<file path="config.mk">
export PLATFORM = sky130hd
export DESIGN_NAME = zeroheti_mtimer
export DESIGN_NICKNAME = d
export VERILOG_FILES = /design/src/rtl/zeroheti_mtimer.sv
export SDC_FILE = /design/constraint.sdc
export NUM_CORES = 1
export LEC_CHECK = 0
export BUFFER_PORTS_ARGS = -buffer_cell sky130_fd_sc_hd__buf_2
export CORE_UTILIZATION = 60
export DETAILED_ROUTE_END_ITERATION = 6
export GPL_ROUTABILITY_DRIVEN = 0
export PLACE_DENSITY = 0.88
export SLEW_MARGIN = 20
export SYNTH_ARGS = -nofsm -noshare
export SYNTH_HDL_FRONTEND = slang
export SYNTH_SLANG_ARGS = --single-unit
</file>
<file path="constraint.sdc">
create_clock -name clk_i -period 6.8 [get_ports clk_i]
set_clock_uncertainty 0.1 [all_clocks]
set_input_delay 0 -clock clk_i [delete_from_list [all_inputs] [get_ports clk_i]]
set_output_delay 0 -clock clk_i [all_outputs]
set_load 0.02 [all_outputs]
</file>
<file path="src/rtl/zeroheti_mtimer.sv">
// RISC-V machine timer: 64-bit mtime with prescaler, 64-bit mtimecmp, level irq.
// Optional coherent high-word snapshot on low-word reads: ZEROHETI_MTIMER_SNAPSHOT_EN.
module zeroheti_mtimer #(
  parameter logic [31:0] BaseAddr = 32'h0000_A100,
  parameter int unsigned PrescW   = 8
) (
  input  logic        clk_i,
  input  logic        rst_i,
  input  logic        req_i,
  output logic        gnt_o,
  input  logic [31:0] addr_i,
  input  logic        we_i,
  input  logic [3:0]  be_i,
  input  logic [31:0] wdata_i,
  output logic        rvalid_o,
  output logic [31:0] rdata_o,
  output logic        err_o,
  output logic        irq_o
);

  localparam int unsigned NumWords = 5;
  localparam int unsigned WinBytes = NumWords * 4;

  localparam logic [2:0] WordTimeLo = 3'd0;
  localparam logic [2:0] WordTimeHi = 3'd1;
  localparam logic [2:0] WordCmpLo  = 3'd2;
  localparam logic [2:0] WordCmpHi  = 3'd3;
  localparam logic [2:0] WordCtrl   = 3'd4;

  logic [31:0]       offset;
  logic [2:0]        word;
  logic              addr_ok;
  logic              rd_en;
  logic              wr_en;
  logic              wr_any;

  logic [63:0]       mtime_q, mtime_d;
  logic [63:0]       mtimecmp_q, mtimecmp_d;
  logic              en_q, en_d;
  logic [PrescW-1:0] presc_q, presc_d;
  logic [PrescW-1:0] cnt_q, cnt_d;
  logic              tick;
  logic [31:0]       ctrl_rd;
  logic [31:0]       rd_data;

`ifdef ZEROHETI_MTIMER_SNAPSHOT_EN
  logic [31:0]       shadow_q, shadow_d;
`endif

  function automatic logic [31:0] merge_be(input logic [31:0] old_val,
                                           input logic [31:0] new_val,
                                           input logic [3:0]  be);
    logic [31:0] res;
    for (int b = 0; b < 4; b++) begin
      res[b*8 +: 8] = be[b] ? new_val[b*8 +: 8] : old_val[b*8 +: 8];
    end
    return res;
  endfunction

  // Address decode: the offset wraps for addresses below the base, so one compare covers both ends
  assign offset  = addr_i - BaseAddr;
  assign addr_ok = (offset < 32'(WinBytes)) && (addr_i[1:0] == 2'b00);
  assign word    = offset[4:2];
  assign gnt_o   = req_i;
  assign rd_en   = req_i & ~we_i & addr_ok;
  assign wr_en   = req_i & we_i & addr_ok;
  assign wr_any  = wr_en & (be_i != 4'b0000);

  assign tick    = en_q && (cnt_q == presc_q);
  assign ctrl_rd = 32'({presc_q, 7'b000_0000, en_q});

  // Next-state: counting first, then bus writes override the bytes they touch
  always_comb begin
    mtime_d    = mtime_q;
    mtimecmp_d = mtimecmp_q;
    en_d       = en_q;
    presc_d    = presc_q;
    cnt_d      = cnt_q;

    if (en_q) begin
      cnt_d = tick ? '0 : cnt_q + PrescW'(1);
    end
    if (tick) begin
      mtime_d = mtime_q + 64'd1;
    end

    if (wr_any) begin
      case (word)
        WordTimeLo: mtime_d = {mtime_q[63:32], merge_be(mtime_q[31:0], wdata_i, be_i)};
        WordTimeHi: mtime_d = {merge_be(mtime_q[63:32], wdata_i, be_i), mtime_q[31:0]};
        WordCmpLo:  mtimecmp_d[31:0]  = merge_be(mtimecmp_q[31:0], wdata_i, be_i);
        WordCmpHi:  mtimecmp_d[63:32] = merge_be(mtimecmp_q[63:32], wdata_i, be_i);
        WordCtrl: begin
          en_d = be_i[0] ? wdata_i[0] : en_q;
          for (int unsigned i = 0; i < PrescW; i++) begin
            presc_d[i] = be_i[2'((i + 8) / 8)] ? wdata_i[5'(i + 8)] : presc_q[i];
          end
          cnt_d = '0;
        end
        default: ;
      endcase
    end
  end

`ifdef ZEROHETI_MTIMER_SNAPSHOT_EN
  always_comb begin
    shadow_d = shadow_q;
    if (rd_en && (word == WordTimeLo)) begin
      shadow_d = mtime_q[63:32];
    end
    if (wr_any && (word == WordTimeHi)) begin
      shadow_d = mtime_d[63:32];
    end
  end

  always_ff @(posedge clk_i or posedge rst_i) begin
    if (rst_i) begin
      shadow_q <= '0;
    end else begin
      shadow_q <= shadow_d;
    end
  end
`endif

  // Read mux samples pre-update register state
  always_comb begin
    rd_data = '0;
    case (word)
      WordTimeLo: rd_data = mtime_q[31:0];
`ifdef ZEROHETI_MTIMER_SNAPSHOT_EN
      WordTimeHi: rd_data = shadow_q;
`else
      WordTimeHi: rd_data = mtime_q[63:32];
`endif
      WordCmpLo:  rd_data = mtimecmp_q[31:0];
      WordCmpHi:  rd_data = mtimecmp_q[63:32];
      WordCtrl:   rd_data = ctrl_rd;
      default:    rd_data = '0;
    endcase
  end

  always_ff @(posedge clk_i or posedge rst_i) begin
    if (rst_i) begin
      mtime_q    <= '0;
      mtimecmp_q <= '1;
      en_q       <= 1'b0;
      presc_q    <= '0;
      cnt_q      <= '0;
      rvalid_o   <= 1'b0;
      rdata_o    <= '0;
      err_o      <= 1'b0;
      irq_o      <= 1'b0;
    end else begin
      mtime_q    <= mtime_d;
      mtimecmp_q <= mtimecmp_d;
      en_q       <= en_d;
      presc_q    <= presc_d;
      cnt_q      <= cnt_d;
      rvalid_o   <= req_i;
      rdata_o    <= rd_en ? rd_data : '0;
      err_o      <= req_i & ~addr_ok;
      irq_o      <= (mtime_q >= mtimecmp_q);
    end
  end

endmodule

</file>
# ---- Word level (Yosys, flattened, before mapping)
# Cells that the tools add are included.
dict set report word_totals {
  register_bits 180
  word_cells 87
}
dict set report op_classes {
  addsub 3
  order_cmp 2
  n_eq_ne 15
  mux 13
  n_bitwise 8
  reduce_logical 23
}
# op count
set op_table {}
lappend op_table {{$pmux 32 s5} 1}
lappend op_table {{$mux 64} 2}
lappend op_table {{$pmux 64 s2} 1}
lappend op_table {{$add 64x1->64 const B} 1}
lappend op_table {{$ge 64x64->1} 1}
lappend op_table {{$mux 8} 8}
lappend op_table {{$lt 32x5->1 const B} 1}
lappend op_table {{$mux 32} 1}
lappend op_table {{$sub 32x16->32 const B} 1}
lappend op_table {{$reduce_and 3->1} 10}
lappend op_table {{$ne 3x3->1 const B} 8}
lappend op_table {{$reduce_and 2->1} 8}
lappend op_table {{$add 8x1->8 const B} 1}
lappend op_table {{$eq 8x8->1} 1}
lappend op_table {{$and 1x1->1} 6}
lappend op_table {{$eq 3x2->1 const B} 2}
lappend op_table {{$ne 2x2->1 const B} 2}
lappend op_table {{$reduce_bool 4->1} 1}
lappend op_table {{$eq 3x1->1 const B} 1}
lappend op_table {{$eq 3x3->1 const B} 1}
lappend op_table {{$logic_not 3->1} 1}
lappend op_table {{$logic_and 1x1->1} 2}
lappend op_table {{$logic_not 2->1} 1}
lappend op_table {{$not 1->1} 2}

# ---- Longest topological paths before layout
dict set report depth {
  word_depth 7
  mapped_depth 11
  mapped_depth_nobuf 10
}

# ---- Least setup slack after synthesis
# Ideal clock, no wire load.
dict set report synth_timing {
  kind {reg-to-reg}
  start {reg cnt_q[4]}
  end {reg mtime_q[60]}
  setup_ns 0.068
  arrival_time_ns 2.520
  required_ns 6.632
  setup_slack_ns 4.111
  path_stages_with_launch 10
  path_buffers 2
  cell_sequence {dfrtp_1 > xnor2_1 > nand3_1 > or4_1 > clkbuf_1 > nor4_1 > buf_2 > nand3b_1 > or2_2 > nand3_1}
}
dict set report synth_via {
  elab_chain_len 5
}
# item line_no
set synth_lines {}
lappend synth_lines {{start: declaration} 41} ;# logic [PrescW-1:0] cnt_q, cnt_d;
lappend synth_lines {{start signal: assignment} 158} ;# cnt_q <= cnt_d;
lappend synth_lines {{$eq 8x8->1 (*)} 69} ;# assign tick = en_q && (cnt_q == presc_q);
lappend synth_lines {{$logic_and 1x1->1 (*)} 69}
lappend synth_lines {{$mux 64 (*)} 83} ;# if (tick) begin
lappend synth_lines {{$pmux 64 s2} 88} ;# case (word)
lappend synth_lines {{$mux 64 (*)} 87} ;# if (wr_any) begin
lappend synth_lines {{end signal: assignment} 154} ;# mtime_q <= mtime_d;
lappend synth_lines {{end: declaration} 37} ;# logic [63:0] mtime_q, mtime_d;
# Every way passes the cells marked *; elsewhere a longest branch is shown, timed or not.
# A chain may end at the register's enable or synchronous reset.

# ---- Worst setup path in the final report
dict set report layout_timing {
  start {reg mtime_q[21]}
  end {reg mtime_q[59]}
}
dict set report layout_via {
  elab_chain_len 4
}
# item line_no
set layout_lines {}
lappend layout_lines {{$add 64x1->64 (*)} 84} ;# mtime_d = mtime_q + 64'd1;
lappend layout_lines {{$mux 64 (*)} 83}
lappend layout_lines {{$pmux 64 s2} 88}
lappend layout_lines {{$mux 64 (*)} 87}
# Marks and branches as above.

==> impl_metrics.toml <==
[outcome]
status = "finished, violations left"
failed_checks = "design-rule violations"

[drt]
vias_per_cell = 6.88
post-route-drc-count = 5
post_drt_wl_per_cell_um = 22.1
ant_nets = 0
drtPass1Iterations = 7
drtIter0Drc = 1705
drt_wl_total_um = 34900
num_vias = 10861

[synthesis]
synth_compound_area_frac = 0.196
yosysWarnings = 0
syn-cell-area_mm2 = 0.0112
synth_ff_type = "dfrtp_1"
syn_nets = 1351
synth.avg_cell_area_um2 = 9.23
synthDistinctLibCells = 78
synthCells = 1213
synthXorXnorAreaFrac = 0.0125
ys_seq_area_frac = 0.409
yosys.area_share.simple = 0.198
synthTopCellsByArea = "dfrtp_1, dfstp_2, ha_1, mux2_2, a21oi_1"
synth_edf_count = 0
synth_top_cell_area_share = 0.259
ys_seq_elements = 180
synth.mux.area_fraction = 0.0647
yosys.area.top_type = "dfrtp_1"
yosys.area_share.adder = 0.0738
synth_top_family_by_area = "simple AND/OR/NAND/NOR gates"
async_flop_share = 1.00

[clocking]
clk_latency_ns = 0.44
clkSlewWorstSetupHoldPaths_ns = 0.07
root_buffer = "clkbuf_16"
post-cts-setup-buffers = 0
cts_sinks = 180
ctsResizeCount = 0
htreeDepth = 4
clockBufferDepth = 2
cts_tree = "yes"
numCtsBuffers = 17

[final_layout]
n_antenna_cell = 0
area.sequential_mm2 = 0.00458
postLayoutCoreUtil = 0.712
fin_area_mm2 = 0.0129
nets = 1474
synthToLayoutAreaGrowth_pct = 15.4
drive_gt1_frac = 0.226
multi_input_area_mm2 = 0.00615
finalNonFillerCells = 1578
nFillCells = 1311

[sta]
setup_ws_ns = 3.23
slew_headroom = 0.164
hold_viol = 0
tns_ns = 0
slew_violations = 0
grt_setup_unrepaired = "no"
period_share = 0.525
fmax_mhz = 280
worst_slew_pin_slew_ns = 1.24
setup_viol = 0
timing.hold.ws_ns = 0.0794
post-route-min-period_ns = 3.57

[die]
fp.coreArea_mm2 = 0.0181
die-area_mm2 = 0.0192
num_rows = 49
die_height_um = 139
fp.dieW_um = 139
start_util = 0.617
num_io_pins = 108

[power_and_ir_drop]
power.total_mw = 2.26
p_leak_nw = 5.65
peakVddDrop_mv = 0.179
p_per_area_mw_per_mm2 = 175

[worst_setup_path]
crit_fanout = 9
arrival_ns = 3.85
crit_required_ns = 7.07
cp-start-kind = "flip-flop"
reg2reg_depth = 7
worstSetupPathType = "reg2reg"
crit_path_end_kind = "flip-flop"

[placed_design]
hpwl_um = 24300
io_buffers = 107
dp_slack_ns = 2.96
dp_cells = 1510
post_dp_cell_area_mm2 = 0.0119

[hold_path]
min_path_cells = 4
hp-class = "in2reg"

[grt]
grt_max_degree = 73
grt_pass1_vias = 10722
grt_pass1_wl_um = 57100
grt_antenna_before_repair = 0
grt_remaining_overflow = 0
grt_usage = 0.379

[run]
drv_cap = 0
critical path, stage by stage (launching register included):
cell	delay, ns
dfrtp_1	0.48
nand3_1	0.22
nor4_1	0.55
nand3_1	0.35
nor4_2	1.07
nand4_1	0.30
or2_2	0.36
nand3_1	0.08
registers in the layout, indices dropped and copies added (netlist names):
name	count
rdata_o	32
err_o	1
irq_o	1
cnt_q	8
en_q	1
mtimecmp_q	64
presc_q	8
rvalid_o	1
mtime_q	64
routing by layer:
| layer | track usage | part of all wire | up-vias |
|---|---|---|---|
| met5 | 0 | 0 | - |
| met4 | 0.212 | 0.059 | 0 |
| met1 | 0.484 | 0.38 | 5113 |
| li1 | - | - | 4745 |
| met2 | 0.588 | 0.45 | 800 |
| met3 | 0.101 | 0.12 | 203 |
layout make-up:
cell class                 count  area share
timing repair buffer         154      0.0757
inverter                      81      0.0239
sequential                   180       0.355
multi-input combinational    902       0.476
clock inverter                14      0.0134
clock buffer                  18      0.0340
tap                          229      0.0222
where the power goes:
part | internal (mW) | total, mW | leakage (nW) | switching [mW]
clock network | 0.593 | 1.04 | 0.298 | 0.444
logic | 0.0486 | 0.146 | 3.24 | 0.0977
registers | 1.07 | 1.07 | 2.11 | 0.000811
total | 1.71 | 2.26 | 5.65 | 0.542
path summary, 6_finish.rpt:
| path | slack (ns) | to | from |
|---|---|---|---|
| max | 3.23 | mtime_q[59] | mtime_q[21] |
| max in group asynchronous | 5.26 | mtime_q[27] | rst_i |
| min in group asynchronous | 0.09 | rdata_o[2] | rst_i |
| max reg2reg | 3.23 | mtime_q[59] | mtime_q[21] |
| min | 0.08 | rdata_o[17] | addr_i[4] |
| min reg2reg | 0.40 | mtimecmp_q[0] | mtimecmp_q[0] |
synthesized netlist by cell type (all sizes together) (5+ instances only):
cell and count:
o22ai 8, dfstp 64, and3 18, a22oi 54, mux2i 15, nand3 46, o21a 5, a22o 6
ha 66, mux2 51, a311oi 5, o211ai 8, nand3b 6, and2 8, nand2 117, nand4 36
o221a 5, xor2 6, inv 81, and4 9, or4 7, clkbuf 30, a211oi 16, a31oi 5
nor2 86, a21o 16, xnor2 10, a221oi 12, nor3b 6, o21ai 74, nor4 15, or3 6
a21oi 89, nor3 31, or2 7, nor4b 5, dfrtp 116, buf 20, nor2b 6
cells by family after synthesis:
| kind of cell | count (synthesis) |
|---|---|
| AOI/OAI and AO/OA | 334 |
| buffers and inverters | 131 |
| and+or+nand+nor | 420 |
| DFF | 180 |
| xor gates and xnor gates | 16 |
| adders and majority gates | 66 |
| muxes | 66 |
cell usage in the layout (no fill, tap or decap), types with 17 or more instances in the layout:
master | synthesis | final
nand2_1 | 117 | 117
dfrtp_1 | 116 | 116
buf_2 | 14 | 107
a21oi_1 | 89 | 89
nor2_1 | 84 | 82
inv_1 | 81 | 80
o21ai_0 | 71 | 71
ha_1 | 66 | 66
dfstp_2 | 64 | 64
a22oi_1 | 54 | 54
mux2_2 | 51 | 51
nand3_1 | 46 | 46
dlygate4sd3_1 | 0 | 36
nand4_1 | 29 | 29
nor3_1 | 31 | 28
and3_1 | 18 | 18
clkbuf_16 | 0 | 17
timing repair:
action / 4_1_cts / 5_1_grt
hold buffers: 36 / 0
endpoints found under the setup margin: 0 / 0
endpoints found under the hold margin: 209 / 0
(Power assumes the default switching activity.)
